$ cat config.mk
export PLATFORM = sky130hd
export DESIGN_NAME = exec_flag_reg
export DESIGN_NICKNAME = d
export VERILOG_FILES = /design/src/rtl/exec_flag_reg.sv
export SDC_FILE = /design/constraint.sdc
export NUM_CORES = 1
export LEC_CHECK = 0
export BUFFER_PORTS_ARGS = -buffer_cell sky130_fd_sc_hd__clkbuf_2
export CAP_MARGIN = 20
export CORE_UTILIZATION = 47
export CTS_CLUSTER_SIZE = 12
export DETAILED_ROUTE_END_ITERATION = 16
export PLACE_DENSITY = 0.83
export SLEW_MARGIN = 20
export SYNTH_ARGS = -nofsm -noshare
export SYNTH_HDL_FRONTEND = slang
export SYNTH_SLANG_ARGS = --single-unit
$ cat constraint.sdc
create_clock -name clk -period 2.53 [get_ports clk]
set_input_delay 0.506 -clock clk [delete_from_list [all_inputs] [get_ports clk]]
set_output_delay 0.506 -clock clk [all_outputs]
set_load 0.005 [all_outputs]
$ cat src/rtl/exec_flag_reg.sv
// exec_flag_reg: execute-stage output register with Z/V/N condition flags and branch evaluation.
// Define FLAG_BYPASS_EN to let br_taken see flag values being written in the same cycle.
module exec_flag_reg (
    input  logic        clk,
    input  logic        rst_n,
    input  logic        in_valid,
    input  logic        stall,
    input  logic        flush,
    input  logic [1:0]  op_class,
    input  logic [15:0] result,
    input  logic        zr_in,
    input  logic        ov_in,
    input  logic [3:0]  dst_in,
    input  logic        we_in,
    input  logic [2:0]  cond,
    output logic        out_valid,
    output logic [15:0] result_q,
    output logic [3:0]  dst_q,
    output logic        we_q,
    output logic        flag_z,
    output logic        flag_v,
    output logic        flag_n,
    output logic        br_taken
);
    logic        r_valid, r_we, r_z, r_v, r_n;
    logic [15:0] r_result;
    logic [3:0]  r_dst;
    logic        w_acc, w_upd_z, w_upd_vn, w_z, w_v, w_n;
    logic [7:0]  w_cond_tbl;

    assign w_acc    = in_valid & ~stall & ~flush;
    assign w_upd_vn = w_acc & (op_class == 2'b01);
    assign w_upd_z  = w_acc & (op_class[0] ^ op_class[1]);

    always_ff @(posedge clk or negedge rst_n) begin
        if (!rst_n) begin
            r_valid  <= 1'b0;
            r_we     <= 1'b0;
            r_result <= 16'h0000;
            r_dst    <= 4'h0;
            r_z      <= 1'b0;
            r_v      <= 1'b0;
            r_n      <= 1'b0;
        end else if (flush) begin
            r_valid <= 1'b0;
            r_we    <= 1'b0;
        end else if (!stall) begin
            r_valid <= in_valid;
            r_we    <= in_valid & we_in;
            if (in_valid) begin
                r_result <= result;
                r_dst    <= dst_in;
            end
            if (w_upd_z)
                r_z <= zr_in;
            if (w_upd_vn) begin
                r_v <= ov_in;
                r_n <= result[15];
            end
        end
    end

`ifdef FLAG_BYPASS_EN
    assign w_z = w_upd_z  ? zr_in      : r_z;
    assign w_v = w_upd_vn ? ov_in      : r_v;
    assign w_n = w_upd_vn ? result[15] : r_n;
`else
    assign w_z = r_z;
    assign w_v = r_v;
    assign w_n = r_n;
`endif

    // Entry k is the branch outcome for cond == k; 100 reduces to Z | !N.
    assign w_cond_tbl = {1'b1, w_v, w_n | w_z, w_z | ~w_n, w_n, ~w_z & ~w_n, w_z, ~w_z};
    assign br_taken   = w_cond_tbl[cond];

    assign out_valid = r_valid;
    assign result_q  = r_result;
    assign dst_q     = r_dst;
    assign we_q      = r_we;
    assign flag_z    = r_z;
    assign flag_v    = r_v;
    assign flag_n    = r_n;
endmodule

==> After elaboration in Yosys (flattened, before gate mapping) <==
Cells that the tools add are included.
{ "totals": {"reg_bits": 25, "output_inout_bits": 26} }
{ "classes": {"order_cmp": 1, "eq_ne": 2, "mux": 6, "bitwise": 13, "reduce_logical": 3} }
{ "op_table": {"columns": ["cell", "count"], "rows": [
  ["$reduce_and A3 Y1", 3],
  ["$and A1 B1 Y1", 6],
  ["$mux W1", 5],
  ["$lt A3 B4 Y1 const B", 1],
  ["$not A1 Y1", 4],
  ["$bmux W1 S3", 1],
  ["$eq A2 B1 Y1 const B", 1],
  ["$ne A2 B1 Y1 const B", 1],
  ["$or A1 B1 Y1", 2],
  ["$xor A1 B1 Y1", 1]
]} }

==> Depth between registers and ports, before layout <==
{ "depth": {"depth_word": 5, "mapped_depth": 4, "depth_no_buf": 4} }

==> Worst setup path before layout <==
Ideal clock, no wire load.
{ "synth_timing": {"path_type": "input port to output port", "startpoint": "in cond[1]", "endpoint": "out br_taken", "arrival_ns": 1.133, "path_slack_ns": 0.891, "path_stages": 4, "n_path_buf": 0, "path_cell_list": "nor2b_1 o21ai_0 a31oi_1 a311oi_1"} }
{ "synth_between": {"elab_chain_len": 2} }
{ "synth_rtl": {"columns": ["item", "line_no", "text"], "rows": [
  ["start, declared", "15", "input logic [2:0] cond,"],
  ["$bmux W1 S3", "75", "assign br_taken = w_cond_tbl[cond];"],
  ["$mux W1 (implied by the code)", "75", null],
  ["end, declared", "23", "output logic br_taken"]
]} }
Every way passes these cells. The select of a mux whose other input is x is not followed.

==> Worst setup path after layout <==
{ "layout_timing": {"startpoint": "reg r_n (netlist: flag_n)", "endpoint": "out br_taken"} }
{ "layout_between": {"elab_chain_len": 4} }
{ "layout_rtl": {"columns": ["item", "line_no", "text"], "rows": [
  ["start, declared", "25", "logic r_valid, r_we, r_z, r_v, r_n;"],
  ["start signal, assigned", "58", "r_n <= result[15];"],
  ["$not A1 Y1", "74", "assign w_cond_tbl = {1'b1, w_v, w_n | w_z, w_z | ~w_n, w_n, ~w_z & ~w_n, w_z, ~w_z};"],
  ["$and A1 B1 Y1 or $or A1 B1 Y1 (tied branches)", "74", null],
  ["$bmux W1 S3 (*)", "75", null],
  ["$mux W1 (implied by the code) (*)", "75", null]
]} }
Mark *: on every way between the ends. The rest lies on a longest branch, timed or not. The select of a mux whose other input is x is not followed.

==> implementation parameters <==
Parameter                              Value

Floorplanning
  Die height    about 51 µm
  Core area    between 2000 and 2500 µm²
  Width of the die    slightly above 50 µm
  Initial core utilization    ~50%
  Die Area    between 2000 and 3000 µm²
  Top-Level Pins    59
  Total number of placement rows    17

Logic synthesis
  Area fraction in compound gates after synthesis    between 2 and 3%
  Async set or reset register ratio after synthesis    100%
  Dominant cell type by area after synthesis    dfrtp_1
  Dominant combinational cell family by area after synthesis    multiplexers
  Total number of yosys warnings    0
  Multiplexer share of the synthesized area    about 30%
  Synthesized flop and latch total    25
  Post-synth net total    roughly 100
  Post-synth EDFFs    0
  Fraction of synthesized cell area in xor and xnor cells    0%
  Count of mapped cells out of synthesis    70
  Avg Cell Area, Syn    between 15 and 20 µm²
  Netlist Area Pre-Place    1140 µm²
  Adder-cell share of the synthesized area    under 10%
  Number of distinct library cells after synthesis    20
  Fraction of the yosys area taken by sequential cells    54.6%
  Cell types occupying the most area after synthesis    dfrtp_1 (55%), mux2_4 (30%), buf_8 (2.6%), nor3b_1 (1.3%), nor2b_4 (1.2%)
  Synth Flop Type    dfrtp_1
  Area share of the largest cell type after synthesis    54.6%
  Area fraction in and, or, nand and nor cells after synthesis    a little over 7%

Route
  Top layer reached by signal wires    met4
  Wire length on met2    approximately 1.1 mm
  Wire length after detailed routing    2.14 mm
  Post-DRT Antenna Nets    0
  First-pass detailed-route iteration total    2
  M1 WL    between 800 and 900 µm
  Routed length per placed instance    13.6 µm
  Post-detailed-route via-to-cell ratio    4.87
  Initial drt markers    3
  Wire length on met3    approximately 120 µm
  DRC errors left    0
  DR vias    770

Power and ir drop
  Peak VDD IR    between 300 and 400 µV
  Power Dens Cells    around 660 nW/µm²
  Overall power    961 µW
  Leakage power of the design    around 0.78 nW

Finish
  Antenna diode count    0
  Fill cells    approximately 190
  Layout Area Growth over Synthesis    28.1%
  Fraction of final layout cells sized beyond drive strength 1    between 60% and 70%
  Final #Nets    between 150 and 200

Critical path
  Endpoint required time on the critical path    slightly above 2 ns
  Worst Setup Path Type    flip-flop to output port
  Kind of capture point of the worst setup path    output port
  Setup slack of the most critical reg-to-reg path    approximately 1.7 ns
  Reg-to-reg critical path endpoint    flag_z
  End point of the critical path    br_taken
  Critical Path AT    between 1.5 and 2 ns
  Length in cells of the worst reg-to-reg path    1
  Launch point of the critical path    flag_n
  Launching point of the worst reg2reg path    flag_z
  Maximum fanout along the worst path    5
  Kind of launch point of the worst setup path    flip-flop

Global route
  Overall routing resource usage    between 10% and 20%
  Vias in the first global route    779
  Wire length of the first global-routing pass    3.53 mm
  Number of antenna violations at the first check in global routing    0
  Maximum number of pins on one net before global-route repair    26
  Global-route congestion overflow total    0

Clocking
  Number of sinks on the clock net    25
  Clock-pin slew reported for the worst setup and hold paths after clock tree synthesis    between 0.1 and 0.15 ns
  CTS tree    yes
  Max Buffers Root-to-Sink    2
  Hold-fix buffer count after cts    0
  Clock network latency to the later pin of the worst-skew pair    about 0.3 ns
  Clock tree root driver cell    clkbuf_4
  Count of buffers added by post-CTS timing repair for setup    0
  Post-cts repair resize count    0
  TritonCTS Buffers    3
  H-tree level count    1

Timing
  Slew Limit Headroom    about 60%
  Transition at the pin with the smallest max-transition slack    just over 0.6 ns
  Number of failing setup endpoints in the final timing report    0
  Timing-limited maximum frequency    slightly below 500 MHz
  Final worst path period need    ~2.0 ns
  Worst setup skew after layout    0 ns
  RSZ-0062 raised after global routing    no
  TNS Setup    0 ns
  Max-slew violation count    0
  Setup slack after layout    between 0.5 and 0.6 ns
  Final-report hold violation count    0
  Final cycle utilization of the critical path    roughly four fifths

Placement
  Routability congestion estimate    0.683
  Pre-CTS setup slack    0.621 ns
  HPWL reported at the end of detailed placement    between 1.5 and 2 mm
  Port Buffer Count    between 50 and 60

Worst hold path
  Class of the most critical hold timing path    input pin to async pin

Run status
  Result of the run    complete, no violations

Flow run
  Total of max-cap violations    0
## cell families after synthesis
group | count (synthesis)
DFF | 25
muxes | 23
and+or+nand+nor | 11
AOI/OAI and AO/OA | 5
buffers and inverters | 4
adders and majority gates | 2
## sequential cells by signal, indices dropped and copies added (netlist names)
register   flops
result_q      16
dst_q          4
flag_n         1
flag_v         1
flag_z         1
out_valid      1
we_q           1
## area by class of cell
cell class              count  area, µm²  area share (%)
well taps                  28       35.0            2.39
flip-flops and latches     25        626            42.7
repair buffers             58        290            19.8
inverters                   2       7.51           0.512
clock buffers               4       26.3            1.79
multi-input cells          41        482            32.8
## power breakdown
part | internal, mW | switching (mW)
logic | 0.177 | 0.0895
registers | 0.473 | 0.0514
clock network | 0.0615 | 0.108
## per-stage QoR
stage                     hold WS, ns  utilization (%)  area, µm²  cells
final                           0.182             65.0       1470    158
after detailed placement        0.495             63.9       1440    154
after CTS                       0.186             65.0       1470    158
after floorplan                 0.210                -       1140     70
after global routing            0.211             65.0       1470    158
after global placement          0.493             63.9       1440    154
## layout by cell type, fill, tap and decap left out
cell and instances:
nand3b_1 1, clkbuf_1 1, nor2b_1 1, mux2_4 23, clkbuf_4 3, a31oi_1 1, and2b_4 1, a311oi_1 1
a21oi_1 1, nor2b_4 1, inv_1 2, nand2b_1 1, clkbuf_2 58, dfrtp_1 25, o21ai_0 1, nor2_1 2
ha_1 1, nand2_2 1, maj3_1 1, a22oi_1 1, nor2b_2 1, nor3b_1 2
## metal layers
metal	vias to the layer above	global-route usage (%)
li1	367	-
met5	-	0
met2	28	31.6
met1	373	23.3
met4	0	8.11
met3	2	2.98
## cell usage after synthesis, drive strengths merged, types with 2 or more instances
cell	n
mux2	23
nor2b	3
nor2	2
dfrtp	25
nor3b	2
buf	2
inv	2
## worst min path at each step
stage / startpoint / to / slack [ns] / depth (start not counted)
detailed placement: result_q[1] / result_q[1] / 0.49 / 1
global placement: dst_q[1] / dst_q[1] / 0.49 / 1
global route: rst_n / dst_q[0] / 0.21 / 1
finish: rst_n / result_q[1] / 0.18 / 1
CTS: rst_n / result_q[1] / 0.19 / 1
floorplan: rst_n / dst_q[0] / 0.21 / 0
## critical path, stage by stage, from the launching register on
cell      delay (ns)
dfrtp_1         0.45
maj3_1          0.38
nor3b_1         0.20
a311oi_1        0.06
clkbuf_2        0.12
Power figures use the tool's default switching activity.
